--- src/rtl/code_lock_ps2.sv ---
`default_nettype none
// ============================================================================
// Module   : code_lock_ps2
// Brief    : PS/2 set-2 keyboard code lock with digit entry, edit keys,
//            consecutive-failure counting and a timed lockout.
// Revision : 1.0 - initial release
// ============================================================================
module code_lock_ps2 #(
   parameter int                  DIGITS      = 4,
   parameter logic [4*DIGITS-1:0] CODE        = 16'h1234,
   parameter int                  MAX_FAIL    = 3,
   parameter int                  LOCK_CYCLES = 50_000_000
) (
   input  logic                  clk,
   input  logic                  reset,
   input  logic [7:0]            ps2_data,
   input  logic                  ps2_new_data,
   output logic                  on_out,
   output logic                  off_out,
   output logic [4*DIGITS-1:0]   digits,
   output logic [DIGITS-1:0]     digit_valid,
   output logic                  lockout,
   output logic [3:0]            fail_count
);

   localparam int                c_BUF_W     = 4 * DIGITS;
   localparam int                c_CNT_W     = $clog2(LOCK_CYCLES + 1);
   localparam logic [c_CNT_W-1:0] c_CNT_LOAD = c_CNT_W'(LOCK_CYCLES - 1);
   localparam logic [3:0]        c_MAX_FAIL  = 4'(MAX_FAIL);
   localparam logic [DIGITS-1:0] c_FULL      = '1;

   localparam logic [7:0]        c_KEY_BREAK = 8'hF0;
   localparam logic [7:0]        c_KEY_ENTER = 8'h5A;
   localparam logic [7:0]        c_KEY_BKSP  = 8'h66;
   localparam logic [7:0]        c_KEY_ESC   = 8'h76;

   typedef enum logic [1:0] {
      S_IDLE    = 2'd0,
      S_BREAK   = 2'd1,
      S_LOCKOUT = 2'd2
   } state_t;

   state_t               state_q,  state_d;
   logic [c_BUF_W-1:0]   digits_q, digits_d;
   logic [DIGITS-1:0]    valid_q,  valid_d;
   logic                 on_q,     on_d;
   logic [3:0]           fail_q,   fail_d;
   logic                 lock_q,   lock_d;
   logic [c_CNT_W-1:0]   lcnt_q,   lcnt_d;

   logic                 w_is_digit;
   logic [3:0]           w_digit_val;
   logic [3:0]           w_fail_inc;

   always_comb begin
      w_is_digit  = 1'b1;
      w_digit_val = 4'd0;
      case (ps2_data)
         8'h45:   w_digit_val = 4'd0;
         8'h16:   w_digit_val = 4'd1;
         8'h1E:   w_digit_val = 4'd2;
         8'h26:   w_digit_val = 4'd3;
         8'h25:   w_digit_val = 4'd4;
         8'h2E:   w_digit_val = 4'd5;
         8'h36:   w_digit_val = 4'd6;
         8'h3D:   w_digit_val = 4'd7;
         8'h3E:   w_digit_val = 4'd8;
         8'h46:   w_digit_val = 4'd9;
         default: w_is_digit  = 1'b0;
      endcase
   end

   assign w_fail_inc = (fail_q == 4'hF) ? 4'hF : fail_q + 4'd1;

   // The valid mask is a thermometer code, so shifting it alongside the
   // buffer gives the saturating entry count for free.
   always_comb begin
      state_d  = state_q;
      digits_d = digits_q;
      valid_d  = valid_q;
      on_d     = on_q;
      fail_d   = fail_q;
      lcnt_d   = lcnt_q;

      unique case (state_q)
         S_IDLE: begin
            if (ps2_new_data) begin
               if (ps2_data == c_KEY_BREAK) begin
                  state_d = S_BREAK;
               end else if (w_is_digit) begin
                  digits_d = (digits_q << 4) | c_BUF_W'(w_digit_val);
                  valid_d  = (valid_q << 1) | DIGITS'(1'b1);
               end else if (ps2_data == c_KEY_BKSP) begin
                  digits_d = digits_q >> 4;
                  valid_d  = valid_q >> 1;
               end else if (ps2_data == c_KEY_ESC) begin
                  digits_d = '0;
                  valid_d  = '0;
               end else if (ps2_data == c_KEY_ENTER) begin
                  digits_d = '0;
                  valid_d  = '0;
                  if (valid_q == c_FULL && digits_q == CODE) begin
                     on_d   = ~on_q;
                     fail_d = 4'd0;
                  end else begin
                     fail_d = w_fail_inc;
                     if (w_fail_inc == c_MAX_FAIL) begin
                        state_d = S_LOCKOUT;
                        lcnt_d  = c_CNT_LOAD;
                     end
                  end
               end
            end
         end

         S_BREAK: begin
            if (ps2_new_data) begin
               state_d = S_IDLE;
            end
         end

         S_LOCKOUT: begin
            if (lcnt_q == '0) begin
               state_d  = S_IDLE;
               fail_d   = 4'd0;
               digits_d = '0;
               valid_d  = '0;
            end else begin
               lcnt_d = lcnt_q - 1'b1;
            end
         end

         default: begin
            state_d = S_IDLE;
         end
      endcase
   end

   assign lock_d = (state_d == S_LOCKOUT);

   always_ff @(posedge clk or posedge reset) begin
      if (reset) begin
         state_q  <= S_IDLE;
         digits_q <= '0;
         valid_q  <= '0;
         on_q     <= 1'b0;
         fail_q   <= 4'd0;
         lock_q   <= 1'b0;
         lcnt_q   <= '0;
      end else begin
         state_q  <= state_d;
         digits_q <= digits_d;
         valid_q  <= valid_d;
         on_q     <= on_d;
         fail_q   <= fail_d;
         lock_q   <= lock_d;
         lcnt_q   <= lcnt_d;
      end
   end

   assign on_out      = on_q;
   assign off_out     = ~on_q;
   assign digits      = digits_q;
   assign digit_valid = valid_q;
   assign lockout     = lock_q;
   assign fail_count  = fail_q;

endmodule
`default_nettype wire

--- config.mk ---
export PLATFORM = sky130hd
export DESIGN_NAME = code_lock_ps2
export DESIGN_NICKNAME = d
export VERILOG_FILES = /design/src/rtl/code_lock_ps2.sv
export SDC_FILE = /design/constraint.sdc
export NUM_CORES = 1
export LEC_CHECK = 0
export BUFFER_PORTS_ARGS = -buffer_cell sky130_fd_sc_hd__buf_2
export CAP_MARGIN = 20
export CELL_PAD_IN_SITES_DETAIL_PLACEMENT = 2
export CELL_PAD_IN_SITES_GLOBAL_PLACEMENT = 2
export CORE_MARGIN = 5
export CORE_UTILIZATION = 37
export CTS_CLUSTER_DIAMETER = 200
export DETAILED_ROUTE_END_ITERATION = 6
export PLACE_DENSITY = 0.88
export SLEW_MARGIN = 5
export SYNTH_ARGS = -nofsm -noshare
export SYNTH_HDL_FRONTEND = slang
export SYNTH_SLANG_ARGS = --single-unit
--- constraint.sdc ---
create_clock -name clk -period 2.8 [get_ports clk]
set_input_delay 0.7 -clock clk [delete_from_list [all_inputs] [get_ports clk]]
set_output_delay 0.7 -clock clk [all_outputs]
set_load 0.005 [all_outputs]
Word-level counts from Yosys, hierarchy flattened
Cells that the tools add are included.

storage, ports and cells
  register bits after elaboration = 54
  word-level logic and storage cells = 104

cells by class
  $add $sub $neg = 2
  equality and inequality tests = 32
  muxes and demuxes = 48
  bitwise logic cells = 6
  reductions and logical operators = 9

operators by type and width
  kind                     number
  $mux W26                 9
  $mux W16                 7
  $mux W4                  15
  $pmux W26 S2             1
  $eq A8 B6 Y1 const B     6
  $eq A8 B7 Y1 const B     5
  $pmux W4 S9              1
  $pmux W16 S2             1
  $logic_not A26 Y1        1
  $sub A26 B1 Y26 const B  1
  $mux W2                  10
  $ne A2 B2 Y1 const B     10
  $eq A16 B13 Y1 const B   1
  $eq A8 B5 Y1 const B     2
  $or A16 B4 Y16           1
  $pmux W4 S2              2
  $reduce_and A8 Y1        2
  $reduce_and A10 Y1       1
  $reduce_or A10 Y1        1
  $eq A4 B4 Y1 const B     2
  $eq A8 B8 Y1 const B     1
  $pmux W2 S3              1
  $ne A5 B5 Y1 const B     1
  $not A1 Y1               5
  other kinds (9)          10

Longest topological paths before layout
  depth in word-level cells = 13
  depth in mapped cells = 11

Worst setup path before layout
No wires, ideal clock.

  path type = input to register
  start point = input ps2_data[3]
  end point = register valid_q[3], in the netlist digit_valid[3]
  setup time = 125 ps
  arrival time = 2571 ps
  slack = 104 ps
  cell stages on the path = 7
  path buffers = 2
  cells stage by stage = buf_2 -> nand4bb_1 -> o41a_1 -> a211o_1 -> o221ai_4 -> buf_6 -> mux2_4

on the way
  cells in the longest elaborated chain, start to end = 7
  elaborated cells on any way between the ends = 25
  those cells by class = eq/ne: 16; mux: 7; reduce/logical: 2

RTL lines
  element                                                 RTL line  text
  start, declared                                         16        input logic [7:0] ps2_data,
  $eq A8 B7 Y1 (tied with other cells)                    58        case (ps2_data)
  $reduce_or A10 Y1 (no line) or $mux W4 (tied branches)  n/a
  $mux W1 or $mux W4 (tied branches)                      58, 93
  $mux W4                                                 90        end else if (w_is_digit) begin
  $mux W4                                                 88        if (ps2_data == c_KEY_BREAK) begin
  $mux W4                                                 87        if (ps2_new_data) begin
  $pmux W4 S2                                             85        unique case (state_q)
  end signal, assigned                                    153       valid_q <= valid_d;
  end, declared                                           45        logic [DIGITS-1:0] valid_q, valid_d;

Several ways; a longest one is shown, not always the timed one. The select of a mux whose other input is x is not followed.
A chain may end at the register's enable or synchronous reset.

Worst setup path in the final report
  start point = register lcnt_q[0]
  end point = register fail_q[0], in the netlist fail_count[0]

on the way
  cells in the longest elaborated chain, start to end = 3

RTL lines
  element                      RTL line  text
  start, declared              49        logic [c_CNT_W-1:0] lcnt_q, lcnt_d;
  start signal, assigned       157       lcnt_q <= lcnt_d;
  $logic_not A26 Y1            123       if (lcnt_q == '0) begin
  $ne A2 B2 Y1 (no line)       n/a
  $reduce_and A8 Y1 (no line)  n/a
  end signal, assigned         155       fail_q <= fail_d;
  end, declared                47        logic [3:0] fail_q, fail_d;

No other way between the ends.

==> metrics.md <==
| Metric | Value |
|---|---|
| Clock root buffer | clkbuf_8 |
| # hold bufs at CTS | 0 |
| Num CTS Buffers | 5 |
| Fmax | 0.379 GHz |
| Worst-Skew Late Latency | 0.32 ns |
| Num rows | 35 |
| Setup TNS | 0 ns |
| Combinational Power Share | 0.188 |
| Port Buf Inserts | 37 |
| Starting Density | 0.383 |
| Die W | 108 µm |
| Min-Delay Path Class | input pin to asynchronous set/reset pin |
| GP Congestion | 0.805 |
| Die outline area | 0.0117 mm² |
| Ys flop type | dfrtp_1 |
| Area leader, netlist | dfrtp_1 |
| Io pins | 38 |
| Crit path kind | flop to flop |
| Register area | 0.00135 mm² |
| Crit path capture type | flop |
| Slew @ Worst Pin | 0.719 ns |
| Sink Count | 54 |
| Max rail drop VDD | 0.000318 V |
| Worst EP arrival | 2.85 ns |
| Most frequent cells in the layout | dfrtp_1, buf_2, nand2_1 |
| P_sw | 539 µW |
| Max clock buf depth | 2 |
| Seq pwr share | 0.543 |
| Design Power | 1.68 mW |
| Total GRT Usage | 0.211 |
| Critical path cell sequence | inv_1 > ha_1 > or4b_1 > nor4_4 > a21boi_1 > or2_2 > mux2_2 |
| Dominant cells by area after synthesis | dfrtp_1, mux2_4, mux2_2, a21oi_1, mux2i_1 |
| Synth top area share | 0.379 |
| Worst setup path end | fail_count[0] |
| Hold_ws | 0.501 ns |
| Lkg Pwr | 1.80 nW |
| H-tree levels | 2 |
| Slowest cell on crit path | or4b_1 |
| Commonest non-fill, non-tap cell in the layout | dfrtp_1 |
| Setup Skew | 0.0117 ns |
| Detailed placer's ending HPWL | 8830 µm |
| Ant diodes | 0 |
| MaxCap Viol Count | 0 |
| Largest net degree at the start of global routing | 33 |
| Critical path data required time | 3.00 ns |
| Final nets | 435 |
| Synth Instances | 375 |
| Critical-path maximum fanout | 5 |
| Netlist Area Pre-Place | 0.00357 mm² |
| P per Cell Area | 410 mW/mm² |
| Final Core Density | 0.440 |
| Initial antenna violation count | 0 |
| Clock transition at the registers of the reported paths | 0.10 ns |
| Grt total ovfl | 0 |
| Area grow syn2layout | 15.1% |
| Inst Count DP | 544 |
| Final Setup Violations | 0 |
| Clk network pwr share | 0.269 |
| Seq cells post-synth | 54 |
| Slowest stage delay, CP | 0.54 ns |
| FILL cells | 999 |
| Async S/R FF share, synth | 1.00 |
| Die outline height | 108 µm |
| Vias/cell | 5.95 |
| CTS tree | yes |
| First-pass GRT wire length | 19800 µm |
| Sequential fraction of the synthesis area | 0.379 |
| Vias in the first global route | 3590 |
| Area of the multi-input gates | 0.00206 mm² |
| Router iterations before antenna repair | 4 |
| Register-to-register path setup slack | 0.16 ns |
| Startpoint types | flop |
| Syn nets | 388 |
| Core box area | 0.00933 mm² |
| Fraction of layout cells with a size suffix above 1 | 0.258 |
| Synth Area per Inst | 9.52 µm² |
| Internal power | 1.14 mW |
| Non-filler cells, final | 551 |
| Final period util | 0.943 |
| Drt drc | 0 |
| Reg2Reg Depth | 7 |
| Yosys warns | 0 |
| Critical R2R Launch | lcnt_q[0] |
| First-iteration detailed-routing DRC count | 124 |
| DR WL/cell | 21.4 µm |
| DRT Wirelength | 11800 µm |
| Critical path origin | lcnt_q[0] |
| Worst r2r dst | fail_count[0] |
| Slew Limit Fails | 0 |
| Max-slew headroom | 0.508 |
| Switching fraction of total power | 0.320 |
| Tmin final | 2.64 ns |
| Outcome | finished clean |
| DR vias | 3276 |
| Hold Violations, Final | 0 |
| DRT antenna net count | 0 |
| Distinct cells, synth | 60 |
| Post-CTS Setup Repair Bufs | 0 |
| RSZ-0062 raised after global routing | false |
| Post-synth EDFFs | 0 |
[state kept, by name (all words and copies together) (netlist names)]
signal,count
lcnt_q,26
on_out,1
state_q,2
digits,16
lockout,1
digit_valid,4
fail_count,4
[worst max-delay path: cells and delay by family (launching register included)]
kind | cells | cell delay, ns
compound gates | 1 | 0.23
simple gates | 3 | 1.31
buf+inv | 1 | 0.11
fa+ha+maj | 1 | 0.21
mux | 1 | 0.28
flops | 1 | 0.40
[cells in the mapped netlist, drive strengths merged, types with 7 or more instances]
cell and count:
nor2 21, a211oi 7, and2 10, nor3 8, inv 17, dfrtp 54
or3 8, nor4 8, nand2b 12, a21oi 24, mux2 22, clkbuf 12
o31ai 14, nand2 28, mux2i 12, and3 7, buf 11
[timing repair]
action	4_1_cts	5_1_grt
setup endpoints to repair	0	1
resized for setup	0	1
endpoints found under the hold margin	0	0
[worst min-delay path by stage]
stage / slack [ns] / to
global placement: 0.49 / lcnt_q[6]
CTS: 0.53 / digits[14]
finish: 0.50 / digit_valid[0]
floorplan: 0.46 / lcnt_q[6]
detailed placement: 0.51 / lcnt_q[6]
global route: 0.55 / lcnt_q[6]
[cell families after synthesis]
group / after synthesis / share of synthesized area
buffers and inverters: 40 / 0.0477
AOI/OAI and AO/OA: 93 / 0.193
DFF: 54 / 0.379
adders and majority gates: 2 / 0.00701
muxes: 34 / 0.114
xor gates and xnor gates: 4 / 0.00981
and+or+nand+nor: 148 / 0.251
[through the flow]
step / worst slack, ns / cell area (µm²)
6_report: 0.158 / 4110
3_3_place_gp: 0.0840 / 4020
5_1_grt: 0.0406 / 4110
4_1_cts: 0.0765 / 4110
2_1_floorplan: 0.104 / 3570
3_5_place_dp: 0.0546 / 4020
[layer usage]
metal,up-vias,share of wire,wire length (µm),GRT usage
li1,1496,-,-,-
met1,1719,0.45,5270,0.277
met2,51,0.51,6060,0.375
met3,10,0.028,332,0.0263
met4,0,0.0097,114,0.0424
met5,-,0,0,0
[power by group through the flow]
stage / clock (mW) / sequential, mW / combinational (mW)
2_1_floorplan: 0 / 0.900 / 0.217
3_3_place_gp: 0 / 0.913 / 0.292
3_5_place_dp: 0 / 0.928 / 0.316
4_1_cts: 0.462 / 0.913 / 0.321
5_1_grt: 0.499 / 0.923 / 0.357
6_report: 0.453 / 0.913 / 0.317
[layout make-up]
cell class / count / share of cell area
multi-input combinational: 281 / 0.500
clock inverter: 2 / 0.00335
sequential: 54 / 0.329
inverter: 17 / 0.0155
timing repair buffer: 63 / 0.0956
tap: 129 / 0.0393
clock buffer: 5 / 0.0168
Note: power is estimated with default switching activity, not from simulation.
